### config.mk
export PLATFORM = sky130hd
export DESIGN_NAME = ks_note_sequencer
export DESIGN_NICKNAME = d
export VERILOG_FILES = /design/src/rtl/ks_note_sequencer_pkg.sv /design/src/rtl/ks_note_sequencer_timer.sv /design/src/rtl/ks_note_sequencer.sv
export SDC_FILE = /design/constraint.sdc
export NUM_CORES = 1
export LEC_CHECK = 0
export BUFFER_PORTS_ARGS = -buffer_cell sky130_fd_sc_hd__buf_4
export CORE_UTILIZATION = 54
export DETAILED_ROUTE_END_ITERATION = 8
export GPL_TIMING_DRIVEN = 1
export PLACE_DENSITY = 0.83
export SYNTH_ARGS = -nofsm -noshare
export SYNTH_HDL_FRONTEND = slang
export SYNTH_SLANG_ARGS = --single-unit
export TNS_END_PERCENT = 1
### constraint.sdc
create_clock -name clk_i -period 3.1 [get_ports clk_i]
set_clock_uncertainty 0.15 [all_clocks]
set_input_delay 0.31 -clock clk_i [delete_from_list [all_inputs] [get_ports clk_i]]
set_output_delay 0.31 -clock clk_i [all_outputs]
set_load 0.005 [all_outputs]
### src/rtl/ks_note_sequencer_pkg.sv
// Shared definitions for the Karplus-Strong note sequencer.
// Holds the FSM state encoding, the step-entry width helper and the
// default timing constants used by the top level and the step timer.
package ks_note_sequencer_pkg;

    // Sequencer FSM encoding, fixed so software/debug views stay stable.
    typedef enum logic [1:0] {
        ST_IDLE  = 2'd0,
        ST_PLAY  = 2'd1,
        ST_PAUSE = 2'd2
    } seq_state_t;

    localparam int DEF_DATA_WIDTH = 8;
    localparam int DEF_PRESCALE   = 16;
    localparam int DEF_PLUCK_LEN  = 4;

    // One pattern entry is {rest, period}: rest flag sits in the MSB.
    function automatic int entry_width(input int data_width);
        return data_width + 1;
    endfunction

endpackage

### src/rtl/ks_note_sequencer_timer.sv
// ks_seq_timer: tempo prescaler plus tick counter producing step boundaries.
// Ports: clk_i/rst_i, clear_i (zero both counters), hold_i (freeze both),
//        step_len_i (ticks per step minus one), step_tick_o (one-cycle boundary).
module ks_seq_timer
    import ks_note_sequencer_pkg::*;
#(
    parameter int PRESCALE = DEF_PRESCALE
) (
    input  logic       clk_i,
    input  logic       rst_i,
    input  logic       clear_i,
    input  logic       hold_i,
    input  logic [7:0] step_len_i,
    output logic       step_tick_o
);

    localparam int PS_W = $clog2(PRESCALE);

    logic [PS_W-1:0] r_presc;
    logic [7:0]      r_tick_cnt;
    logic            w_tick;

    assign w_tick      = !hold_i && (r_presc == PS_W'(PRESCALE - 1));
    // >= rather than == so shortening step_len_i mid-step ends the step
    // on the very next tick instead of waiting for a counter wrap.
    assign step_tick_o = w_tick && (r_tick_cnt >= step_len_i);

    always_ff @(posedge clk_i or posedge rst_i) begin
        if (rst_i) begin
            r_presc    <= '0;
            r_tick_cnt <= '0;
        end else if (clear_i) begin
            r_presc    <= '0;
            r_tick_cnt <= '0;
        end else if (!hold_i) begin
            if (w_tick) begin
                r_presc    <= '0;
                r_tick_cnt <= step_tick_o ? 8'd0 : r_tick_cnt + 8'd1;
            end else begin
                r_presc <= r_presc + PS_W'(1);
            end
        end
    end

endmodule

### src/rtl/ks_note_sequencer.sv
// ks_note_sequencer: plays a small {rest, period} pattern into ks_string.
// Ports: pattern write (wr_*), transport (start/stop/pause/loop_en/last_step/
//        step_len), outputs period_o/pluck_o/step_o/busy_o/done_o, all registered.
module ks_note_sequencer
    import ks_note_sequencer_pkg::*;
#(
    parameter int NUM_STEPS  = 8,
    parameter int STEP_AW    = 3,
    parameter int DATA_WIDTH = DEF_DATA_WIDTH,
    parameter int PRESCALE   = DEF_PRESCALE,
    parameter int PLUCK_LEN  = DEF_PLUCK_LEN
) (
    input  logic                  clk_i,
    input  logic                  rst_i,
    input  logic                  wr_en_i,
    input  logic [STEP_AW-1:0]    wr_addr_i,
    input  logic [DATA_WIDTH-1:0] wr_data_i,
    input  logic                  wr_rest_i,
    input  logic                  start_i,
    input  logic                  stop_i,
    input  logic                  pause_i,
    input  logic                  loop_en_i,
    input  logic [STEP_AW-1:0]    last_step_i,
    input  logic [7:0]            step_len_i,
    output logic [DATA_WIDTH-1:0] period_o,
    output logic                  pluck_o,
    output logic [STEP_AW-1:0]    step_o,
    output logic                  busy_o,
    output logic                  done_o
);

    localparam int ENTRY_W = entry_width(DATA_WIDTH);
    localparam int PC_W    = $clog2(PLUCK_LEN + 1);

    logic [ENTRY_W-1:0]    r_mem [NUM_STEPS];
    seq_state_t            r_state;
    seq_state_t            w_nxt_state;
    logic [STEP_AW-1:0]    r_step;
    logic [DATA_WIDTH-1:0] r_period;
    logic                  r_pluck;
    logic [PC_W-1:0]       r_pluck_cnt;
    logic                  r_done;
    logic                  r_busy;

    logic                  w_enter;
    logic [STEP_AW-1:0]    w_enter_idx;
    logic                  w_done;
    logic [ENTRY_W-1:0]    w_entry;
    logic                  w_entry_rest;
    logic                  w_step_tick;
    logic                  w_tmr_clr;
    logic                  w_tmr_hold;

    // Timer only runs while a pattern is active and pause_i is low, so a
    // pause of N cycles shifts every later boundary by exactly N cycles.
    assign w_tmr_clr  = start_i | stop_i;
    assign w_tmr_hold = (r_state == ST_IDLE) | pause_i;

    ks_seq_timer #(
        .PRESCALE (PRESCALE)
    ) u_timer (
        .clk_i       (clk_i),
        .rst_i       (rst_i),
        .clear_i     (w_tmr_clr),
        .hold_i      (w_tmr_hold),
        .step_len_i  (step_len_i),
        .step_tick_o (w_step_tick)
    );

    // Entry read uses the pre-write contents, so a write landing on the
    // step being entered only shows up the next time that step is entered.
    assign w_entry      = r_mem[w_enter_idx];
    assign w_entry_rest = w_entry[ENTRY_W-1];

    always_ff @(posedge clk_i or posedge rst_i) begin
        if (rst_i) begin
            r_state <= ST_IDLE;
        end else begin
            r_state <= w_nxt_state;
        end
    end

    always_comb begin
        w_nxt_state = r_state;
        w_enter     = 1'b0;
        w_enter_idx = r_step;
        w_done      = 1'b0;
        if (stop_i) begin
            w_nxt_state = ST_IDLE;
        end else if (start_i) begin
            w_nxt_state = ST_PLAY;
            w_enter     = 1'b1;
            w_enter_idx = '0;
        end else begin
            case (r_state)
                ST_IDLE: begin
                    w_nxt_state = ST_IDLE;
                end
                ST_PLAY, ST_PAUSE: begin
                    // A boundary can fire in the cycle pause_i drops while the
                    // state register still reads PAUSE, so both states advance.
                    if (w_step_tick) begin
                        w_nxt_state = ST_PLAY;
                        if (r_step < last_step_i) begin
                            w_enter     = 1'b1;
                            w_enter_idx = r_step + STEP_AW'(1);
                        end else if (loop_en_i) begin
                            w_enter     = 1'b1;
                            w_enter_idx = '0;
                        end else begin
                            w_nxt_state = ST_IDLE;
                            w_done      = 1'b1;
                        end
                    end else begin
                        w_nxt_state = pause_i ? ST_PAUSE : ST_PLAY;
                    end
                end
                default: begin
                    w_nxt_state = ST_IDLE;
                end
            endcase
        end
    end

    always_ff @(posedge clk_i or posedge rst_i) begin
        if (rst_i) begin
            for (int i = 0; i < NUM_STEPS; i++) begin
                r_mem[i] <= {1'b1, {DATA_WIDTH{1'b0}}};
            end
            r_step      <= '0;
            r_period    <= '0;
            r_pluck     <= 1'b0;
            r_pluck_cnt <= '0;
            r_done      <= 1'b0;
            r_busy      <= 1'b0;
        end else begin
            if (wr_en_i) begin
                r_mem[wr_addr_i] <= {wr_rest_i, wr_data_i};
            end

            r_done <= w_done;
            r_busy <= (w_nxt_state != ST_IDLE);

            if (w_enter) begin
                r_step <= w_enter_idx;
                if (!w_entry_rest) begin
                    r_period <= w_entry[DATA_WIDTH-1:0];
                end
            end

            // Pulse generator: a non-rest entry reloads the counter, which
            // stretches a pulse already in flight; pause does not touch it.
            if (stop_i) begin
                r_pluck     <= 1'b0;
                r_pluck_cnt <= '0;
            end else if (w_enter && !w_entry_rest) begin
                r_pluck     <= 1'b1;
                r_pluck_cnt <= PC_W'(PLUCK_LEN);
            end else if (r_pluck_cnt != '0) begin
                r_pluck     <= (r_pluck_cnt > PC_W'(1));
                r_pluck_cnt <= r_pluck_cnt - PC_W'(1);
            end
        end
    end

    assign period_o = r_period;
    assign pluck_o  = r_pluck;
    assign step_o   = r_step;
    assign busy_o   = r_busy;
    assign done_o   = r_done;

endmodule

==> impl_metrics.yaml <==
clock_network:
  cts.reportedPaths.clkPinSlew_ps: 100
  worstSkewPairLatency_ps: 360
  clock_path_buffers: 2
  clockRootBuffer: "sky130_fd_sc_hd__clkbuf_8"
  cts.sink_count: 103
  cts-htree-levels: 3
  tritoncts.num_buffers: 9
  tritoncts: "built"
placement:
  hpwlAfterDp_um: 7650
  dpl_cell_area_mm2: 0.00593
  final_gp_congestion: 0.852
  buffer_ports.inserted: 43
global_route:
  grt_antenna_before_repair: 0
  grt_overflow_total: 0
  grt_pass1_vias: 3714
  grt_max_degree: 49
  globalRouteTotalUtil_pct: 24.4
  grt_first_pass_wirelength_um: 18500
timing:
  min_period_ps: 3290
  timing.final.crit_share_pct: 106
  slew_headroom_pct: 46.5
  tightestPinTransition_ps: 800
  finalHoldWorstSlack_ps: 66.3
  hold_viol_final: 0
  fmax_ghz: 0.304
  slew_violations: 0
  layout_setup_ws_ps: -186
  timing.setup.tns_ps: -1380
  rsz_0062_raised_after_global_routing: "yes"
  setup_violations: 9
synthesis:
  synth_top_area_share_pct: 45.5
  ys.warnings.count: 0
  distinct_cell_type_count_after_synthesis: 45
  syn_nets: 462
  postSynthCellCount: 415
  synth_area_leaders: "sky130_fd_sc_hd__dfrtp_1 (45%), sky130_fd_sc_hd__mux2_2 (18%), sky130_fd_sc_hd__mux2i_1 (10%)"
  number_of_synthesized_flops_with_an_enable_pin: 0
  synth_area_per_cell_um2: 12.6
  ys_seq_area_share_pct: 49.5
  postSynthRegisterBits: 103
  synth_area_mm2: 0.00523
  synth_top_area_cell: "sky130_fd_sc_hd__dfrtp_1"
  dominantRegCellSynth: "sky130_fd_sc_hd__dfrtp_1"
  ys_async_sr_fraction_pct: 100
floorplanning:
  area_enclosed_by_the_die_boundary_mm2: 0.0101
  die_h_um: 100
  num_io_pins: 44
  rows: 35
  start_util_pct: 56.1
  core_area_mm2: 0.00933
  die_x_um: 100
drt:
  via_count: 3571
  ant_nets: 0
  first_iter_violations: 217
  detailed_route_drc_error_count: 0
  firstDrtPassIters: 4
  avgViaCountPerCell: 5.71
  routed_wire_per_std_cell_um: 18.0
  detail_route.wirelength_um: 11300
outcome:
  outcome: "finished with violations"
  violations: "setup timing"
power_and_ir_drop:
  cellPowerDensity_mw_per_mm2: 576
  power.ir.vdd_worst_mv: 0.441
  static-leakage-power_nw: 3.15
worst_setup_path:
  path_delay_family: "compound AO/OA/AOI/OAI gates"
  worst_path_max_delay_cell: "sky130_fd_sc_hd__or4_4"
  critPathBufInv: 2
  critical_path_arrival_ps: 3380
  critical_path_class: "flip-flop to flip-flop"
  cp.required_ps: 3190
  worstPathMaxFanout: 8
  start_kind: "flip-flop"
  crit_path_cells: "ha_2 -> or4_4 -> a21oi_4 -> o31ai_4 -> a41o_1 -> a21oi_4 -> buf_12 -> mux2i_2 -> mux2_4 -> a22o_1 -> buf_6 -> mux2_4"
  setup.worst_path.end_class: "flip-flop"
  cp_slowest_stage_delay_ps: 530
  number_of_cells_on_the_critical_path: 12
  ff2ff_path_depth: 12
layout:
  finalInstanceArea_mm2: 0.00628
  num_antenna_cells: 0
  num-nets-final: 539
  utilization_pct: 67.4
  drive_above_1_share_pct: 42.3
  area_growth_pct: 20.1
min_path:
  worst_hold_path_type: "input pin to flip-flop"
  whs_path_cells: 2
run:
  max_cap_violations: 0
[worst register-to-register path: stages (launching register included)]
cell	delay (ps)
sky130_fd_sc_hd__dfrtp_1	410
sky130_fd_sc_hd__ha_2	200
sky130_fd_sc_hd__or4_4	530
sky130_fd_sc_hd__a21oi_4	150
sky130_fd_sc_hd__o31ai_4	90
sky130_fd_sc_hd__a41o_1	270
sky130_fd_sc_hd__a21oi_4	140
sky130_fd_sc_hd__buf_12	160
sky130_fd_sc_hd__mux2i_2	80
sky130_fd_sc_hd__mux2_4	280
sky130_fd_sc_hd__a22o_1	270
sky130_fd_sc_hd__buf_6	150
sky130_fd_sc_hd__mux2_4	300
[placed cells by master (no fill, tap or decap), types with 3 or more instances in the layout]
master                       count
sky130_fd_sc_hd__nor2_1         18
sky130_fd_sc_hd__buf_4          74
sky130_fd_sc_hd__nor3_1          3
sky130_fd_sc_hd__nand2b_1        5
sky130_fd_sc_hd__nor3b_1         5
sky130_fd_sc_hd__mux2_4          9
sky130_fd_sc_hd__mux2i_2         3
sky130_fd_sc_hd__inv_1          19
sky130_fd_sc_hd__dfstp_2         8
sky130_fd_sc_hd__mux2_2         81
sky130_fd_sc_hd__clkbuf_8        9
sky130_fd_sc_hd__clkinvlp_4      3
sky130_fd_sc_hd__xor2_1          4
sky130_fd_sc_hd__nor2b_1         3
sky130_fd_sc_hd__nand4b_1        3
sky130_fd_sc_hd__a21oi_1        12
sky130_fd_sc_hd__dfrtp_1        95
sky130_fd_sc_hd__and3_1          3
sky130_fd_sc_hd__ha_2            3
sky130_fd_sc_hd__o21ai_0         8
sky130_fd_sc_hd__nand2_1        15
sky130_fd_sc_hd__mux2i_1        50
sky130_fd_sc_hd__nand4_1         6
sky130_fd_sc_hd__ha_1           14
[final cells by class]
cell class,instances,area [µm²]
clock inverter,5,83.8
tap,129,161
sequential,103,2590
clock buffer,10,128
multi-input combinational,277,2560
inverter,20,78.8
fill,661,3050
timing repair buffer,81,683
[cells in the mapped netlist (4+ instances only)]
cell                       number
sky130_fd_sc_hd__a21oi_1       12
sky130_fd_sc_hd__buf_2          4
sky130_fd_sc_hd__clkbuf_1       8
sky130_fd_sc_hd__dfrtp_1       95
sky130_fd_sc_hd__dfstp_2        8
sky130_fd_sc_hd__ha_1          17
sky130_fd_sc_hd__inv_1         20
sky130_fd_sc_hd__mux2_2        82
sky130_fd_sc_hd__mux2_4         8
sky130_fd_sc_hd__mux2i_1       53
sky130_fd_sc_hd__nand2_1       15
sky130_fd_sc_hd__nand2b_1       5
sky130_fd_sc_hd__nand4_1        6
sky130_fd_sc_hd__nor2_1        18
sky130_fd_sc_hd__nor3_1         4
sky130_fd_sc_hd__nor3b_1        5
sky130_fd_sc_hd__o21ai_0        8
sky130_fd_sc_hd__xor2_1         4
[repair_timing]
action                                  in CTS  in global routing
buffers inserted                             2                  1
pin swaps                                    2                  7
endpoints found under the hold margin       25                  0
endpoints found under the setup margin      10                 12
resized for setup                           10                  7
cloned                                       1                  0
hold buffers                                 1                  0
[registers in the layout, summed over array words and instances, names as in the netlist]
signal              flops
done_o                  1
u_timer.r_presc         4
busy_o                  1
step_o                  3
period_o                8
u_timer.r_tick_cnt      8
r_state                 2
r_pluck_cnt             3
r_mem                  72
pluck_o                 1
[metal layers]
metal | share of wire, % | GRT usage (%)
met3 | 3.6 | 3.62
met2 | 49 | 40.6
met4 | 1.9 | 8.70
met1 | 46 | 32.7
met5 | 0 | 0
[kinds of logic after synthesis]
| kind of cell | share of synthesized area, % |
|---|---|
| adder cells (fa/ha/maj) | 4.07 |
| multiplexers | 30.1 |
| XOR/XNOR | 1.00 |
| AO/OA/AOI/OAI | 5.12 |
| AND/OR/NAND/NOR | 7.34 |
| flip-flops | 49.5 |
| buffers and inverters | 2.89 |
[report_power, final]
group	total [mW]	leakage (nW)	switching (mW)	internal (mW)
registers	1.83	1.26	0.186	1.64
logic	0.882	1.79	0.352	0.530
clock network	0.907	0.0986	0.455	0.452
total	3.62	3.15	0.993	2.63
[metrics by stage]
stage               cells  power, mW  worst slack (ps)
floorplan             415       2.40             -33.5
global placement      605       2.66              -202
detailed placement    605       2.72              -290
CTS                   624       3.63              -192
global route          625       3.81              -309
finish                625       3.62              -186
[worst paths after layout]
path	from	end	slack [ps]
max reg2reg	u_timer.r_tick_cnt[7]	period_o[7]	-190
max	u_timer.r_tick_cnt[7]	period_o[7]	-190
min	stop_i	r_pluck_cnt[1]	70
min reg2reg	r_mem[2]	r_mem[2]	360
max in group asynchronous	rst_i	period_o[7]	1530
min in group asynchronous	rst_i	r_mem[7]	490
Power figures use the tool's default switching activity.
